$ cat src/rtl/alu_mdu.sv
// EX-stage execute unit: registered single-cycle ALU plus iterative unsigned
// multiplier/divider, valid/ready on both sides, tag carried with each op.
module alu_mdu #(
    parameter int unsigned WIDTH     = 32,
    parameter int unsigned TAG_WIDTH = 5
) (
    input  logic                 clk,
    input  logic                 reset,
    input  logic                 in_valid,
    output logic                 in_ready,
    input  logic [3:0]           in_op,
    input  logic [WIDTH-1:0]     in_a,
    input  logic [WIDTH-1:0]     in_b,
    input  logic [TAG_WIDTH-1:0] in_tag,
    output logic                 out_valid,
    input  logic                 out_ready,
    output logic [WIDTH-1:0]     out_data,
    output logic [TAG_WIDTH-1:0] out_tag
);

    localparam int unsigned SH_W  = $clog2(WIDTH);
    localparam int unsigned CNT_W = $clog2(WIDTH);

    localparam logic [3:0] OP_ADD   = 4'd0;
    localparam logic [3:0] OP_SUB   = 4'd1;
    localparam logic [3:0] OP_XOR   = 4'd2;
    localparam logic [3:0] OP_OR    = 4'd3;
    localparam logic [3:0] OP_AND   = 4'd4;
    localparam logic [3:0] OP_SLL   = 4'd5;
    localparam logic [3:0] OP_SRL   = 4'd6;
    localparam logic [3:0] OP_SRA   = 4'd7;
    localparam logic [3:0] OP_SLT   = 4'd8;
    localparam logic [3:0] OP_SLTU  = 4'd9;
    localparam logic [3:0] OP_MUL   = 4'd10;
    localparam logic [3:0] OP_MULHU = 4'd11;
    localparam logic [3:0] OP_DIVU  = 4'd12;
    localparam logic [3:0] OP_REMU  = 4'd13;

    typedef enum logic [1:0] {IDLE, MUL_BUSY, DIV_BUSY} state_t;

    state_t                 state_q, state_n;
    logic [CNT_W-1:0]       cnt_q, cnt_n;
    logic [2*WIDTH-1:0]     acc_q, acc_n;
    logic [WIDTH-1:0]       opnd_q, opnd_n;
    logic                   sel_hi_q, sel_hi_n;
    logic                   out_valid_n;
    logic [WIDTH-1:0]       out_data_n;
    logic [TAG_WIDTH-1:0]   out_tag_n;

    logic                   accept;
    logic                   is_mul;
    logic                   is_div;
    logic [WIDTH-1:0]       alu_res;
    logic [WIDTH:0]         mul_sum;
    logic [2*WIDTH-1:0]     mul_acc;
    logic [WIDTH:0]         div_trial;
    logic [2*WIDTH-1:0]     div_acc;

    assign in_ready = (state_q == IDLE) && (!out_valid || out_ready) && !reset;
    assign accept   = in_valid && in_ready;
    assign is_mul   = (in_op == OP_MUL) || (in_op == OP_MULHU);
    assign is_div   = ((in_op == OP_DIVU) || (in_op == OP_REMU)) && (in_b != '0);

    // Single-cycle result; divide-by-zero is resolved here too.
    always_comb begin
        alu_res = '0;
        case (in_op)
            OP_ADD:  alu_res = in_a + in_b;
            OP_SUB:  alu_res = in_a - in_b;
            OP_XOR:  alu_res = in_a ^ in_b;
            OP_OR:   alu_res = in_a | in_b;
            OP_AND:  alu_res = in_a & in_b;
            OP_SLL:  alu_res = in_a << in_b[SH_W-1:0];
            OP_SRL:  alu_res = in_a >> in_b[SH_W-1:0];
            OP_SRA:  alu_res = $unsigned($signed(in_a) >>> in_b[SH_W-1:0]);
            OP_SLT:  alu_res = WIDTH'($signed(in_a) < $signed(in_b));
            OP_SLTU: alu_res = WIDTH'(in_a < in_b);
            OP_DIVU: alu_res = '1;
            OP_REMU: alu_res = in_a;
            default: alu_res = '0;
        endcase
    end

    // acc holds {partial product, remaining multiplier} or {remainder, dividend/quotient}.
    always_comb begin
        mul_sum   = {1'b0, acc_q[2*WIDTH-1:WIDTH]} + {1'b0, (acc_q[0] ? opnd_q : '0)};
        mul_acc   = {mul_sum, acc_q[WIDTH-1:1]};
        div_trial = acc_q[2*WIDTH-1:WIDTH-1] - {1'b0, opnd_q};
        if (div_trial[WIDTH]) begin
            div_acc = {acc_q[2*WIDTH-2:0], 1'b0};
        end else begin
            div_acc = {div_trial[WIDTH-1:0], acc_q[WIDTH-2:0], 1'b1};
        end
    end

    always_comb begin
        state_n     = state_q;
        cnt_n       = cnt_q;
        acc_n       = acc_q;
        opnd_n      = opnd_q;
        sel_hi_n    = sel_hi_q;
        out_valid_n = out_valid && !out_ready;
        out_data_n  = out_data;
        out_tag_n   = out_tag;
        case (state_q)
            IDLE: begin
                if (accept) begin
                    out_tag_n = in_tag;
                    sel_hi_n  = (in_op == OP_MULHU) || (in_op == OP_REMU);
                    cnt_n     = '0;
                    if (is_mul) begin
                        state_n = MUL_BUSY;
                        acc_n   = {{WIDTH{1'b0}}, in_b};
                        opnd_n  = in_a;
                    end else if (is_div) begin
                        state_n = DIV_BUSY;
                        acc_n   = {{WIDTH{1'b0}}, in_a};
                        opnd_n  = in_b;
                    end else begin
                        out_valid_n = 1'b1;
                        out_data_n  = alu_res;
                    end
                end
            end
            MUL_BUSY: begin
                acc_n = mul_acc;
                cnt_n = cnt_q + 1'b1;
                if (cnt_q == CNT_W'(WIDTH - 1)) begin
                    state_n     = IDLE;
                    cnt_n       = '0;
                    out_valid_n = 1'b1;
                    out_data_n  = sel_hi_q ? mul_acc[2*WIDTH-1:WIDTH] : mul_acc[WIDTH-1:0];
                end
            end
            DIV_BUSY: begin
                acc_n = div_acc;
                cnt_n = cnt_q + 1'b1;
                if (cnt_q == CNT_W'(WIDTH - 1)) begin
                    state_n     = IDLE;
                    cnt_n       = '0;
                    out_valid_n = 1'b1;
                    out_data_n  = sel_hi_q ? div_acc[2*WIDTH-1:WIDTH] : div_acc[WIDTH-1:0];
                end
            end
            default: state_n = IDLE;
        endcase
    end

    always_ff @(posedge clk) begin
        if (reset) begin
            state_q   <= IDLE;
            cnt_q     <= '0;
            acc_q     <= '0;
            opnd_q    <= '0;
            sel_hi_q  <= 1'b0;
            out_valid <= 1'b0;
            out_data  <= '0;
            out_tag   <= '0;
        end else begin
            state_q   <= state_n;
            cnt_q     <= cnt_n;
            acc_q     <= acc_n;
            opnd_q    <= opnd_n;
            sel_hi_q  <= sel_hi_n;
            out_valid <= out_valid_n;
            out_data  <= out_data_n;
            out_tag   <= out_tag_n;
        end
    end

endmodule
$ cat config.mk
export PLATFORM = sky130hd
export DESIGN_NAME = alu_mdu
export DESIGN_NICKNAME = d
export VERILOG_FILES = /design/src/rtl/alu_mdu.sv
export SDC_FILE = /design/constraint.sdc
export NUM_CORES = 1
export LEC_CHECK = 0
export ABC_AREA = 0
export BUFFER_PORTS_ARGS = -buffer_cell sky130_fd_sc_hd__buf_2
export CORE_MARGIN = 8
export CORE_UTILIZATION = 50
export CTS_BUF_LIST = sky130_fd_sc_hd__clkbuf_8
export DETAILED_ROUTE_END_ITERATION = 12
export PLACE_DENSITY = 0.69
export SYNTH_ARGS = -nofsm -noshare
export SYNTH_HDL_FRONTEND = slang
export SYNTH_SLANG_ARGS = --single-unit
$ cat constraint.sdc
create_clock -name clk -period 9.8 [get_ports clk]
set_input_delay 1.47 -clock clk [delete_from_list [all_inputs] [get_ports clk]]
set_output_delay 1.47 -clock clk [all_outputs]
set_load 0.02 [all_outputs]
==> reports/summary.txt <==
FINAL LAYOUT
---------------------------------------------------------------------------------
Combined area of the multi-input logic cells                          16400 sq um
Filler cell count in the final layout                                        4059
Relative area change from synthesis to final layout                         5.59%
Sequential cell area                                                   2840 sq um
Commonest non-fill, non-tap cells in the layout                      361 x nand2_1, 298 x nor2_1, 278 x a21oi_1
Layout net count                                                             3172
Fraction of layout instances using a drive strength above 1                 10.2%
Final cell count without fillers                                             3463
Final design area excluding fillers                                   21800 sq um
Commonest non-fill, non-tap cell in the layout                            nand2_1

TIMING
---------------------------------------------------------------------------------
Final number of hold-violating endpoints                                        0
Highest clock rate                                                        182 MHz
Final setup vio count                                                           0
Total Negative Setup Slacks                                                  0 ns
Worst-case headroom to the max-slew limit                                   18.2%
Setup repair after global routing missed its margin                         false
Time the final worst path needs with I/O delays and setup                 5.51 ns
Minimum setup slack in the final design                                   4.29 ns
Number of slew-limit violations in the final report                             0
Crit share post-route                                                       56.2%
Tightest Pin Transition                                                   1.22 ns
Worst-case clock skew                                                   0.0174 ns

SYNTH
---------------------------------------------------------------------------------
Post-synth EDFFs                                                                0
Number of register bits inferred by synthesis                                 142
Syn Inst Count                                                               2964
Netlist area before placement                                         20700 sq um
Avg Cell Area, Syn                                                     6.98 sq um
Syn_nets                                                                     3220
Count of unique library cells instantiated by Yosys                            91
Seq/Total Area, Yosys                                                       13.7%
Fraction of registers with async set or reset after synthesis                  0%
Most used flip-flop cell after synthesis                                  dfxtp_1
Count of synthesis-stage warnings from yosys                                    0

FLOORPLANNING
---------------------------------------------------------------------------------
Number of cell rows                                                            74
Initial core utilization                                                    50.7%
Placeable core region                                                 40800 sq um
Chip width                                                            219 microns
DIE AREA                                                              48100 sq um
Height of the chip                                                    219 microns
Number of top-level pins                                                      116

CRITICAL PATH
---------------------------------------------------------------------------------
Most common cell type on the critical path                                 nor2_1
WS Path Type                                                               in2reg
Maximum fanout along the worst path                                            26
Category of the worst setup path launch point                          input port
Maximum cell stage delay along the critical path                          0.77 ns
Data required, critical path                                             10.16 ns
Worst endpoint data arrival time                                          5.87 ns
Master of the slowest instance on the critical path                       o41ai_2
CP Cell Sequence                                                     buf_2, inv_1, ha_1, nor2_1, a2111oi_2, nor3_1, o41ai_2, a2111oi_0, o21ai_1, a2bb2oi_1, nor2_1, a2111oi_1, clkbuf_2, o221ai_1
Endpoint kind of the worst setup timing path                             register

POWER AND IR DROP
---------------------------------------------------------------------------------
Clock group share of total power                                            24.1%
Power Dens Cells                                                     99.4 nW/um^2
Max rail drop VDD                                                       0.0792 mV
Combinational share of power                                                46.7%
Sequential group share of total power                                       29.2%
Net Sw Frac                                                                 45.5%
Leakage power total                                                       8.87 nW
Reported net switching power                                             0.988 mW
Internal portion of total power                                           1.18 mW

GLOBAL ROUTING
---------------------------------------------------------------------------------
Number of global-route vias before repair                                   23100
GR Util met2                                                                62.8%
GR peak layer                                                                met2
Global-route congestion overflow total                                          0
Overall global routing resource usage                                       40.5%
Number of antenna violations at the first check in global routing               2
Maximum number of pins on one net before global-route repair                   68
Met1 global-route usage                                                     50.6%
Global-route met3 utilization                                               9.16%
Wire length of the first global-routing pass                               149 mm

CLOCK NETWORK
---------------------------------------------------------------------------------
Resize count post-CTS                                                           0
Maximum number of buffers from clock root to sink                               2
Sinks on Clock Net                                                            142
Number of setup buffers added after CTS                                         0
Root Driver                                                              clkbuf_8
Clock latency of the later-clocked register in the worst-skew pair        0.50 ns
CTS tree                                                                      yes
Register clock-pin slew on the reported worst setup and hold paths        0.09 ns
H-tree depth                                                                    4
Number of buffers added by the clock tree synthesis step                       17
Post-CTS Hold Fix Bufs                                                          0

DETAILED ROUTING
---------------------------------------------------------------------------------
Violation count after the first detailed-route iteration                     3874
Drt first pass iters                                                           12
Total wire length after detailed routing                                   101 mm
Overall via count from detail_route                                         24800
Post-DR wirelength/cell                                              29.3 microns
Number of DRC violations after detailed routing                                 2
Antenna violation net count after detailed routing                              0
DR vias/cell                                                                 7.16

PLACE
---------------------------------------------------------------------------------
Placer congestion estimate                                                   1.05
HPWL after detailed placement                                             78.6 mm
Area after DPL                                                        21400 sq um
Minimum setup slack after placement                                       3.42 ns
Count of buffers from port buffering                                          115
Dpl cells                                                                    3428

MIN PATH
---------------------------------------------------------------------------------
Class of the tightest hold or removal check                               reg2reg

JOB
---------------------------------------------------------------------------------
Total of max-cap violations                                                     0

OUTCOME
---------------------------------------------------------------------------------
Run status                                                           complete, but fails checks
Violated checks                                                      design-rule violations

==> worst paths after layout <==
kind                                         startpoint                        end  slack, ns  depth (start not counted)
worst max-delay path                            in_b[3]  out_data[25]$_SDFFE_PP0P_       4.29                         14
worst min-delay path            out_tag[0]$_SDFFE_PP0P_    out_tag[0]$_SDFFE_PP0P_       0.46                          2
worst max register to register   acc_q[31]$_SDFFE_PP0P_  out_data[26]$_SDFFE_PP0P_       4.66                         15
worst min register to register  out_tag[0]$_SDFFE_PP0P_    out_tag[0]$_SDFFE_PP0P_       0.46                          2
==> power by group through the flow <==
| stage | combinational (mW) | clock (mW) | sequential, mW |
|---|---|---|---|
| after global placement | 0.966 | 0 | 0.645 |
| after global routing | 1.06 | 0.544 | 0.635 |
| final | 1.01 | 0.522 | 0.635 |
| after CTS | 0.970 | 0.521 | 0.632 |
| after floorplan | 0.624 | 0 | 0.646 |
| after detailed placement | 0.964 | 0 | 0.645 |
==> synthesized netlist by cell type (49+ instances only) <==
master      n  area share (%)
xnor2_1    49             2.1
a22oi_1    62             2.3
inv_1     149             2.7
mux2i_1   107             5.2
ha_1      175              11
a21oi_1   280             6.8
o211ai_1   69             2.5
nor2_1    300             5.4
o21ai_0   229             5.5
nand3_1    49             1.2
nand2_1   361             6.6
clkbuf_1  171             3.1
dfxtp_1   142              14
==> cell families (layout without fill, tap and decap cells) <==
group	after synthesis	count (layout)	share of synthesized area, %
other	0	2	0
buffers and inverters	387	352	7.44
XOR/XNOR	72	72	3.05
AND/OR/NAND/NOR	964	964	20.9
adder cells (fa/ha/maj)	179	179	11.0
flip-flops	142	142	13.7
multiplexers	160	160	9.88
AO/OA/AOI/OAI	1060	1060	34.0
==> worst max-delay path: cells and delay by family <==
kind / cells / cell delay, ns
buffers and inverters: 3 / 0.85
and+or+nand+nor: 3 / 0.38
adders and majority gates: 1 / 0.52
AOI/OAI and AO/OA: 7 / 2.62
==> stage by stage <==
step | hold slack, ns | util, % | total power, mW
global route | 0.494 | 53.5 | 2.24
detailed placement | 0.451 | 52.4 | 1.61
floorplan | 0.449 | - | 1.27
CTS | 0.464 | 53.5 | 2.12
finish | 0.464 | 53.5 | 2.17
global placement | 0.439 | 52.4 | 1.61
==> layout make-up <==
type	instances	share of cell area, %
clock inverter	15	0.865
multi-input combinational	2435	75.0
timing repair buffer	164	4.33
clock buffer	17	1.07
tap	532	3.05
antenna	2	0.0229
inverter	156	2.68
sequential	142	13.0
==> state kept, by name, indices dropped and copies added, names as in the netlist <==
signal / flops
acc_q: 64
cnt_q: 5
opnd_q: 32
out_data: 32
out_tag: 5
out_valid: 1
sel_hi_q: 1
state_q: 2
==> per-layer routing <==
metal | part of all wire, % | vias to the layer above
li1 | - | 10900
met1 | 38 | 11700
met2 | 43 | 1895
met3 | 12 | 364
met4 | 7.0 | 4
met5 | 0.025 | -
No activity file was read; power rests on OpenSTA's default activity.
